File: src/rtl/eye_pkg.sv
// Shared types for the writeback path: mux select codes, sequencer states
// and the source-code canonicalisation helper.
package eye_pkg;

  typedef enum logic [2:0] {
    WB_ALU = 3'b000,
    WB_IMM = 3'b001,
    WB_MEM = 3'b010,
    WB_IO  = 3'b011,
    WB_PC  = 3'b100,
    WB_SP  = 3'b101
  } wb_sel_e;

  typedef enum logic [1:0] {
    S_IDLE,
    S_WAIT_MEM,
    S_WAIT_IO,
    S_WRITE
  } wb_state_e;

  localparam int TIMER_W = 8;

  // Reserved source codes fall back to the ALU path.
  function automatic wb_sel_e canon_src(input logic [2:0] src);
    case (src)
      3'b110, 3'b111: return WB_ALU;
      default:        return wb_sel_e'(src);
    endcase
  endfunction

endpackage

File: src/rtl/wb_timer.sv
// Bounded wait counter: cleared while idle, counts while enabled and flags
// the last permitted cycle (count == TIMEOUT-1).
module wb_timer
  import eye_pkg::*;
#(
  parameter int TIMEOUT = 15
) (
  input  logic clk,
  input  logic rst_n,
  input  logic clear,
  input  logic enable,
  output logic hit
);

  logic [TIMER_W-1:0] count;

  always_ff @(posedge clk) begin
    if (!rst_n || clear) begin
      count <= '0;
    end else if (enable) begin
      count <= count + 1'b1;
    end
  end

  assign hit = enable && (count == TIMER_W'(TIMEOUT - 1));

endmodule

File: src/rtl/wb_ctrl.sv
// Writeback sequencer: accepts one request per instruction, steers the
// writeback mux and register-file write, waiting on MEM/IO acks with timeout.
module wb_ctrl
  import eye_pkg::*;
#(
  parameter int TIMEOUT = 15,
  parameter int REG_AW  = 3
) (
  input  logic              clk,
  input  logic              rst_n,
  input  logic              req_valid,
  output logic              req_ready,
  input  logic [2:0]        req_src,
  input  logic [REG_AW-1:0] req_rd,
  output logic              mem_req,
  input  logic              mem_ack,
  output logic              io_req,
  input  logic              io_ack,
  output logic [2:0]        wb_sel,
  output logic              rf_we,
  output logic [REG_AW-1:0] rf_waddr,
  output logic              busy,
  output logic              err_timeout
);

  wb_state_e state;
  logic      accept;
  logic      in_wait;
  logic      tmo_hit;
  wb_sel_e   src_c;

  assign req_ready = (state == S_IDLE) || (state == S_WRITE);
  assign busy      = (state != S_IDLE);
  assign accept    = req_valid && req_ready;
  assign in_wait   = (state == S_WAIT_MEM) || (state == S_WAIT_IO);
  assign src_c     = canon_src(req_src);

  wb_timer #(.TIMEOUT(TIMEOUT)) u_timer (
    .clk    (clk),
    .rst_n  (rst_n),
    .clear  (!in_wait),
    .enable (in_wait),
    .hit    (tmo_hit)
  );

  always_ff @(posedge clk) begin
    if (!rst_n) begin
      state       <= S_IDLE;
      wb_sel      <= 3'b000;
      rf_waddr    <= '0;
      rf_we       <= 1'b0;
      mem_req     <= 1'b0;
      io_req      <= 1'b0;
      err_timeout <= 1'b0;
    end else begin
      rf_we       <= 1'b0;
      mem_req     <= 1'b0;
      io_req      <= 1'b0;
      err_timeout <= 1'b0;
      case (state)
        S_IDLE, S_WRITE: begin
          if (accept) begin
            rf_waddr <= req_rd;
            wb_sel   <= src_c;
            case (src_c)
              WB_MEM: begin
                state   <= S_WAIT_MEM;
                mem_req <= 1'b1;
              end
              WB_IO: begin
                state  <= S_WAIT_IO;
                io_req <= 1'b1;
              end
              default: begin
                state <= S_WRITE;
                rf_we <= 1'b1;
              end
            endcase
          end else begin
            state <= S_IDLE;
          end
        end
        // Ack beats a simultaneous timeout; cross acks are never looked at.
        S_WAIT_MEM: begin
          if (mem_ack) begin
            state <= S_WRITE;
            rf_we <= 1'b1;
          end else if (tmo_hit) begin
            state       <= S_IDLE;
            err_timeout <= 1'b1;
          end else begin
            mem_req <= 1'b1;
          end
        end
        S_WAIT_IO: begin
          if (io_ack) begin
            state <= S_WRITE;
            rf_we <= 1'b1;
          end else if (tmo_hit) begin
            state       <= S_IDLE;
            err_timeout <= 1'b1;
          end else begin
            io_req <= 1'b1;
          end
        end
        default: state <= S_IDLE;
      endcase
    end
  end

endmodule
File: config.mk
export PLATFORM = sky130hd
export DESIGN_NAME = wb_ctrl
export DESIGN_NICKNAME = d
export VERILOG_FILES = /design/src/rtl/eye_pkg.sv /design/src/rtl/wb_timer.sv /design/src/rtl/wb_ctrl.sv
export SDC_FILE = /design/constraint.sdc
export NUM_CORES = 1
export LEC_CHECK = 0
export CORE_UTILIZATION = 42
export DETAILED_ROUTE_END_ITERATION = 10
export PLACE_DENSITY = 0.73
export SLEW_MARGIN = 25
export SYNTH_ARGS = -nofsm -noshare
export SYNTH_HDL_FRONTEND = slang
export SYNTH_SLANG_ARGS = --single-unit
File: constraint.sdc
create_clock -name clk -period 1.5 [get_ports clk]
set_input_delay 0.15 -clock clk [delete_from_list [all_inputs] [get_ports clk]]
set_output_delay 0.15 -clock clk [all_outputs]
set_load 0.005 [all_outputs]
==> results of run 1 <==
## sequential cells by signal, summed over array words and instances, names as in the netlist
| signal | flops |
|---|---|
| rf_waddr | 3 |
| rf_we | 1 |
| io_req | 1 |
| state | 2 |
| mem_req | 1 |
| wb_sel | 3 |
| err_timeout | 1 |
| u_timer.count | 8 |
## final timing paths
check	end	slack (ns)	cells after the start
max	u_timer.count[5]	0.08	6
min reg2reg	rf_waddr[2]	0.46	2
min	rf_waddr[1]	0.38	3
max reg2reg	u_timer.count[5]	0.08	6
## Yosys cell counts
cell	number	area, um^2
dfxtp_1	20	400
nand2_1	15	56.3
a21oi_1	10	50.1
nor2_1	7	26.3
o21ai_0	7	35.0
inv_1	6	22.5
nand3_1	6	30.0
ha_1	5	62.6
nor2b_1	4	25.0
or3_1	4	25.0
a211oi_1	2	15.0
clkbuf_1	2	7.51
nand2b_1	2	12.5
nand4_1	2	12.5
xor2_1	2	17.5
a211o_1	1	8.76
a22o_1	1	8.76
a31oi_1	1	6.26
buf_2	1	5.00
buf_4	1	7.51
nand3b_1	1	7.51
nand4b_1	1	8.76
nor4_2	1	12.5
o2111ai_1	1	8.76
o211a_1	1	10.0
o211ai_1	1	7.51
or4b_4	1	13.8
xnor2_1	1	8.76
## per-stage QoR
step,utilization,total power [mW]
2_1_floorplan,-,0.771
3_3_place_gp,0.634,0.953
3_5_place_dp,0.634,0.960
4_1_cts,0.670,1.41
5_1_grt,0.678,1.50
6_report,0.678,1.42
## placed cells by master, fill, tap and decap left out, drive strengths merged, types with 2 or more instances in the layout
master / count
clkdlybuf4s50: 20
ha: 5
nor2: 7
xor2: 2
clkbuf: 3
dfxtp: 20
inv: 6
nand4: 2
nand3: 6
nor2b: 4
or3: 4
a211oi: 2
nand2b: 2
buf: 16
o21ai: 7
nand2: 15
a21oi: 10
## kinds of logic after synthesis
kind of cell,share of synthesized area
and+or+nand+nor,0.252
DFF,0.439
xor gates and xnor gates,0.0288
AOI/OAI and AO/OA,0.165
buffers and inverters,0.0466
adders and majority gates,0.0686
## power by group
part	switching, mW	internal, mW	total [mW]	leakage, nW
combinational	0.172	0.226	0.399	0.329
sequential	0.0185	0.567	0.586	0.163
clock	0.169	0.270	0.439	0.0279
## routing by layer
| layer | part of all wire | GRT usage | up-vias |
|---|---|---|---|
| met4 | 0.037 | 0.132 | 0 |
| li1 | - | - | 446 |
| met1 | 0.42 | 0.207 | 420 |
| met5 | 0 | 0 | - |
| met3 | 0.029 | 0.0377 | 8 |
| met2 | 0.51 | 0.338 | 22 |
## critical path: cells and delay by family, from the launching register on
family          cells  cell delay [ns]
simple gates        2             0.44
flops               1             0.35
fa+ha+maj           1             0.30
buf+inv             2             0.17
compound gates      1             0.12
## final cells by class
class / count / area, um^2
sequential: 20 / 403
inverter: 6 / 22.5
fill: 172 / 644
clock buffer: 3 / 22.5
tap: 27 / 33.8
timing repair buffer: 38 / 343
multi-input combinational: 77 / 503
clock inverter: 1 / 30.0
## repair_timing
action	in CTS	in global routing
setup buffers	1	1
endpoints found under the setup margin	11	4
resized for setup	7	8
pin swaps	2	6
==> flow_summary.yaml, run 1 <==
power_and_ir_drop:
  power_density_nw_per_um2: 1050
  peakVddDrop_mv: 0.833
  leakage_nw: 0.520
placement:
  post-dp-hpwl_mm: 1.47
  postPlaceCellArea_um2: 1270
  place_inst: 167
  post-place-ws_ns: -0.0511
  io_buffers: 22
  gp_congestion: 0.821
timing:
  period_share: 0.948
  hold_ws_ns: 0.377
  setup_violations: 0
  worstMarginPinSlew_ns: 0.279
  drv_slew: 0
  relSlewSlack: 0.814
  fmax_mhz: 703
  hold_violations: 0
  grt_setup_unrepaired: "false"
  skew_ns: 0.00278
  final.setup.tns_ns: 0
  layout_setup_ws_ns: 0.0773
  layout_min_cycle_time_ns: 1.42
detailed_routing:
  drc: 0
  via_per_inst: 5.21
  vias: 896
  first_pass_iters: 4
  wirelength_mm: 2.01
  drtAntennaViolNets: 0
  wl_per_cell_um: 11.7
  drt_iter0_drc: 16
floorplan:
  start_util: 0.456
  die_w_um: 48.6
  num_io_pins: 23
  die_area_um2: 2360
  die_y_um: 48.6
  rows: 16
  core_um2: 2000
critical_path:
  crit_path_start: "state[1]"
  cp.required_ns: 1.75
  worstPathArrival_ns: 1.67
  r2r_start: "state[1]"
  crit_path_start_kind: "flop"
  cp_max_fo: 6
  critPathMaxStageDelay_ns: 0.35
  endpoint_kind: "flop"
  crit_path_cell_trace: "inv_2 > ha_4 > buf_6 > nand4_1 > or3_1 > a21oi_2"
  critPathKind: "reg -> reg"
  crit_slowest_cell: "dfxtp_2"
global_route:
  grt-ovfl-total: 0
  grt_max_degree: 13
  grt_pass1_vias: 842
  track_usage: 0.193
  grt_pass1_wl_mm: 3.46
  antenna_found_initial: 0
logic_synthesis:
  avgSynthCellArea_um2: 8.52
  syn_nets: 123
  yosysUniqueCellTypes: 28
  seq_area_frac_synth: 0.439
  syn_area_um2: 912
  synth-seq-cells: 20
  synth_warnings: 0
  synth_cells: 107
clocking:
  cts_buffer_depth: 2
  ctsHoldBuffers: 0
  clk_pin_slew_worst_paths_ns: 0.11
  cts-root-buf: "clkbuf_4"
  cts_buffers: 3
  htreeDepth: 1
  clock_latency_ns: 0.30
  cts_tree: "done"
  cts.sinks: 20
final_layout:
  nets: 162
  syn2layout_area_growth_pct: 48.8
  design_area_um2: 1360
  drive_above_1_share: 0.214
  antenna_cells: 0
  finalNonFillerCells: 172
outcome:
  status: "finished clean"
job:
  max_cap_viol_count: 0
min_path:
  hp-class: "in -> reg"
  hp-start: "req_rd[1]"
Note: power is estimated with default switching activity, not from simulation.
==> run 2: changes to the inputs <==
--- a/config.mk
+++ b/config.mk
@@ -5,10 +5,10 @@
 export SDC_FILE = /design/constraint.sdc
 export NUM_CORES = 1
 export LEC_CHECK = 0
+export CAP_MARGIN = 30
 export CORE_UTILIZATION = 42
 export DETAILED_ROUTE_END_ITERATION = 10
 export PLACE_DENSITY = 0.73
-export SLEW_MARGIN = 25
 export SYNTH_ARGS = -nofsm -noshare
 export SYNTH_HDL_FRONTEND = slang
 export SYNTH_SLANG_ARGS = --single-unit
==> results of run 2 <==
Final layout, timing and power as in run 1 (identical DEF).
